===== src/rtl/cpu_pkg.sv =====
// Shared CPU definitions: bus widths, instruction-format constants and the fetch FSM encoding.
package cpu_pkg;

    localparam int ADDR_WIDTH       = 8;
    localparam int DATA_WIDTH       = 8;
    localparam int OPERAND_FLAG_BIT = 7;

    localparam logic [DATA_WIDTH-1:0] HALT_OPCODE_DEFAULT = 8'h00;

    typedef enum logic [1:0] {
        FETCH_OP,
        FETCH_ARG,
        HOLD,
        HALTED
    } fetch_state_t;

endpackage


===== src/rtl/instruction_fetch.sv =====
// Fetch stage: walks the PC through memory, assembles 1/2-byte instructions and
// presents them to the decoder over valid/ready; honours redirects and stops on HALT.
module instruction_fetch
    import cpu_pkg::*;
#(
    parameter logic [ADDR_WIDTH-1:0] RESET_PC    = 8'h00,
    parameter logic [DATA_WIDTH-1:0] HALT_OPCODE = HALT_OPCODE_DEFAULT
) (
    input  logic                  clock,
    input  logic                  reset,
    output logic [ADDR_WIDTH-1:0] mem_read_address,
    input  logic [DATA_WIDTH-1:0] mem_read_data,
    input  logic                  redirect_valid,
    input  logic [ADDR_WIDTH-1:0] redirect_address,
    output logic                  instr_valid,
    input  logic                  instr_ready,
    output logic [DATA_WIDTH-1:0] instr_opcode,
    output logic [DATA_WIDTH-1:0] instr_operand,
    output logic [ADDR_WIDTH-1:0] instr_pc,
    output logic                  halted
);

    fetch_state_t          state_q, state_d;
    logic [ADDR_WIDTH-1:0] pc_q, pc_d;
    logic [DATA_WIDTH-1:0] opcode_q, opcode_d;
    logic [DATA_WIDTH-1:0] operand_q, operand_d;
    logic [ADDR_WIDTH-1:0] ipc_q, ipc_d;

    always_comb begin
        state_d   = state_q;
        pc_d      = pc_q;
        opcode_d  = opcode_q;
        operand_d = operand_q;
        ipc_d     = ipc_q;

        unique case (state_q)
            FETCH_OP: begin
                opcode_d  = mem_read_data;
                ipc_d     = pc_q;
                operand_d = '0;
                pc_d      = pc_q + ADDR_WIDTH'(1);
                state_d   = mem_read_data[OPERAND_FLAG_BIT] ? FETCH_ARG : HOLD;
            end
            FETCH_ARG: begin
                operand_d = mem_read_data;
                pc_d      = pc_q + ADDR_WIDTH'(1);
                state_d   = HOLD;
            end
            HOLD: begin
                if (instr_ready) begin
                    state_d = (opcode_q == HALT_OPCODE) ? HALTED : FETCH_OP;
                end
            end
            HALTED: begin
                state_d = HALTED;
            end
            default: state_d = FETCH_OP;
        endcase

        // A redirect wins over every transition above, including the one into HALTED.
        if (redirect_valid) begin
            pc_d    = redirect_address;
            state_d = FETCH_OP;
        end
    end

    always_ff @(posedge clock) begin
        if (reset) begin
            state_q   <= FETCH_OP;
            pc_q      <= RESET_PC;
            opcode_q  <= '0;
            operand_q <= '0;
            ipc_q     <= '0;
        end else begin
            state_q   <= state_d;
            pc_q      <= pc_d;
            opcode_q  <= opcode_d;
            operand_q <= operand_d;
            ipc_q     <= ipc_d;
        end
    end

    assign mem_read_address = pc_q;
    assign instr_valid      = (state_q == HOLD);
    assign halted           = (state_q == HALTED);
    assign instr_opcode     = opcode_q;
    assign instr_operand    = operand_q;
    assign instr_pc         = ipc_q;

endmodule


===== config.mk =====
export PLATFORM = sky130hd
export DESIGN_NAME = instruction_fetch
export DESIGN_NICKNAME = d
export VERILOG_FILES = /design/src/rtl/cpu_pkg.sv /design/src/rtl/instruction_fetch.sv
export SDC_FILE = /design/constraint.sdc
export NUM_CORES = 1
export LEC_CHECK = 0
export BUFFER_PORTS_ARGS = -buffer_cell sky130_fd_sc_hd__buf_2
export CORE_MARGIN = 3
export CORE_UTILIZATION = 40
export CTS_BUF_LIST = sky130_fd_sc_hd__clkbuf_8
export DETAILED_ROUTE_END_ITERATION = 7
export PLACE_DENSITY = 0.7
export SYNTH_ARGS = -nofsm -noshare
export SYNTH_HDL_FRONTEND = slang
export SYNTH_SLANG_ARGS = --single-unit

===== constraint.sdc =====
create_clock -name clock -period 1.41 [get_ports clock]
set_clock_uncertainty 0.15 [all_clocks]
set_input_delay 0 -clock clock [delete_from_list [all_inputs] [get_ports clock]]
set_output_delay 0 -clock clock [all_outputs]
set_load 0.01 [all_outputs]

==> summary.md <==
| Metric | Value |
|---|---|
| # H-tree levels | 2 |
| Clock insertion delay at the later pin of the skew report | 290 ps |
| Largest net degree at the start of global routing | 26 |
| Sw Share | 25.74% |
| Min Tclk post-route | 1382 ps |
| Worst Slack Setup Final | 27.92 ps |
| Area growth syn-to-layout | 60.33% |
| DP HPWL | 2685 um |
| Chip Height | 65.64 um |
| Drt drc | 0 |
| Final hold viol count | 0 |
| Routed wire per std cell | 14.14 um |
| Post-synth cell types | 34 |
| Worst vdd ir | 0.7805 mV |
| CTS tree | done |
| Share of cells above drive strength 1 | 39.08% |
| Placed cells | 277 |
| Final Cell Area | 0.002281 sq mm |
| Number of fill cells | 290 |
| Final Setup Violations | 0 |
| Number of max-cap violations | 0 |
| GRT Residual Overflow | 0 |
| Placeable Area | 0.003390 sq mm |
| Setup CP Type | flip-flop to flip-flop |
| RR Startpoint | mem_read_address[1]$_SDFFE_PP0P_ |
| Pint | 1.808 mW |
| Crit path launch | mem_read_address[1]$_SDFFE_PP0P_ |
| Dpl ws | -84.38 ps |
| GPL Wtd Cong | 0.8070 |
| Critical Path RT | 1450 ps |
| Total wire length | 4341 um |
| Clock sinks | 34 |
| Most common cell after layout, fill and taps aside | buf_2 |
| Fmax | 723.5 MHz |
| Combinational share of power | 18.2% |
| Sw Pwr | 626.5 uW |
| RR Endpoint | mem_read_address[6]$_SDFFE_PP0P_ |
| Sequential element share of the synthesized area | 47.85% |
| Syn Nets | 195 |
| Register bit total from synthesis | 34 |
| Synthesized area | 0.001423 sq mm |
| DRT antenna net count | 0 |
| Power Dens Cells | 1067 mW/mm^2 |
| Leak | 0.9844 nW |
| Final Non-Filler Cells | 307 |
| IO buf count | 53 |
| Synth warn | 0 |
| Asr flop ratio synth | 0% |
| Initial DRC count | 72 |
| Via density per instance | 5.020 |
| Status | finished, final reports clean |
| Final Cycle Share | 98.02% |
| RSZ-0062 raised after global routing | true |
| Clock share of power | 37.7% |
| Vias in the first global route | 1465 |
| Vias | 1541 |
| Dpl cell area | 0.001826 sq mm |
| Crit path capture | mem_read_address[6]$_SDFFE_PP0P_ |
| Crit-path max FO | 5 |
| Slew Viols, Final | 0 |
| Seq pwr share | 44.1% |
| Clk pin slew, worst setup/hold paths | 70 ps |
| Worst Hold Class | primary input to flip-flop |
| Initial Util | 41.97% |
| R2R cell count | 4 |
| Clock Path Buffers | 2 |
| Die footprint | 0.004308 sq mm |
| CTS Root Cell | clkbuf_8 |
| Startpoint types | flip-flop |
| CP Capture Type | flip-flop |
| Worst-margin pin slew | 512.7 ps |
| Global-route wire length before repair | 6541 um |
| Most frequent cells in the layout | buf_2, nand2_1, a21oi_1 |
| Die Wd | 65.64 um |
| TritonCTS buffer count | 5 |
| Mapped Cells | 174 |
| ANT cells | 0 |
| Syn avg cell area | 8.176 sq um |
| Initial antenna violation count | 0 |
| Total track usage | 20.14% |
| Number of detailed-route iterations in the first pass | 4 |
| Final #Nets | 282 |
| Hold Startpoint | reset |
| FP Rows | 21 |
| Reg2reg setup slack | 30 ps |
| Max stage delay on crit path | 350 ps |
| Setup TNS | 0 ps |
| CP arrival | 1420 ps |
| EDFF count, synth | 0 |
| Critical path's slowest cell | dfxtp_2 |
| Io pins | 54 |
| Worst path cell trace | ha_2 -> nor2b_4 -> and4_4 -> a2111oi_4 |
| Slew HR | 65.82% |
| Ys flop type | dfxtp_1 |
sequential cells by signal, indices dropped and copies added, names as in the netlist:
name,flops
state_q,2
instr_operand,8
instr_pc,8
instr_opcode,8
mem_read_address,8
kinds of logic (layout without fill, tap and decap cells):
kind of cell | Yosys count | count (layout) | synth area share (%)
fa+ha+maj | 1 | 1 | 0.8794
simple gates | 78 | 78 | 26.91
buf+inv | 16 | 103 | 4.485
mux | 1 | 1 | 0.7915
compound gates | 40 | 40 | 16.62
flops | 34 | 34 | 47.85
xor+xnor | 4 | 4 | 2.463
final cells by class:
class                           instances  area (sq um)  area share, %
Clock buffer                            6         82.58          3.620
Clock inverter                          1         30.03          1.317
Tap cell                               46         57.56          2.523
Inverter                                3         11.26         0.4937
Multi-Input combinational cell        124         777.0          34.06
Timing Repair Buffer                   93         629.4          27.59
Sequential cell                        34         693.2          30.39
Yosys cell counts, types with 2 or more instances:
cell | number | area share (%)
inv_1 | 3 | 0.79
dfxtp_1 | 34 | 48
nor2_1 | 5 | 1.3
a211oi_1 | 4 | 2.1
nand2_1 | 46 | 12
and2_1 | 2 | 0.88
nor2b_1 | 2 | 0.88
buf_2 | 3 | 1.1
xor2_1 | 2 | 1.2
a2111oi_0 | 2 | 1.2
clkbuf_1 | 9 | 2.4
xnor2_1 | 2 | 1.2
or2_2 | 2 | 0.88
nand3b_1 | 8 | 4.2
nand3_1 | 2 | 0.70
a31oi_1 | 2 | 0.88
nand4b_1 | 2 | 1.2
nor4_1 | 2 | 0.88
a21oi_1 | 27 | 9.5
through the flow:
step	utilization [%]	power, mW	hold slack (ps)
after floorplan	-	1.264	-51.92
after global placement	53.86	1.427	78.55
after detailed placement	53.86	1.429	67.48
after CTS	63.75	2.388	-113.3
after global routing	67.29	2.528	55.85
final	67.29	2.434	31.21
metal layers:
metal  part of all wire, %  track usage, %
met1                    39           22.80
met2                    52           34.79
met3                   7.5           6.154
met4                   1.4           8.290
met5                     0               0
worst min path at each step:
| stage | endpoint | cells after the start |
|---|---|---|
| 6_report | instr_pc[6]$_SDFFE_PP0P_ | 2 |
| 5_1_grt | mem_read_address[1]$_SDFFE_PP0P_ | 2 |
| 4_1_cts | state_q[0]$_SDFFE_PP0P_ | 2 |
| 3_5_place_dp | state_q[1]$_SDFFE_PP0P_ | 2 |
| 3_3_place_gp | state_q[1]$_SDFFE_PP0P_ | 2 |
| 2_1_floorplan | state_q[1]$_SDFFE_PP0P_ | 1 |
power by group through the flow:
stage	Combinational [mW]	Clock, mW	Sequential, mW
2_1_floorplan	0.155	0	1.11
3_3_place_gp	0.347	0	1.08
3_5_place_dp	0.348	0	1.08
4_1_cts	0.398	0.926	1.06
5_1_grt	0.484	0.964	1.08
6_report	0.444	0.917	1.07
worst max-delay path: cells and delay by family, from the launching register on:
kind                       cells  cell delay (ps)
DFF                            1              350
and+or+nand+nor                2              320
AOI/OAI and AO/OA              1              280
adders and majority gates      1              180
timing repair:
| action | CTS | global route |
|---|---|---|
| hold endpoints to repair | 26 | 2 |
| gates resized for setup | 10 | 17 |
| hold buffers | 19 | 2 |
| pin swaps | 0 | 7 |
| setup endpoints to repair | 6 | 5 |
| setup buffers | 0 | 2 |
Power figures use the tool's default switching activity.
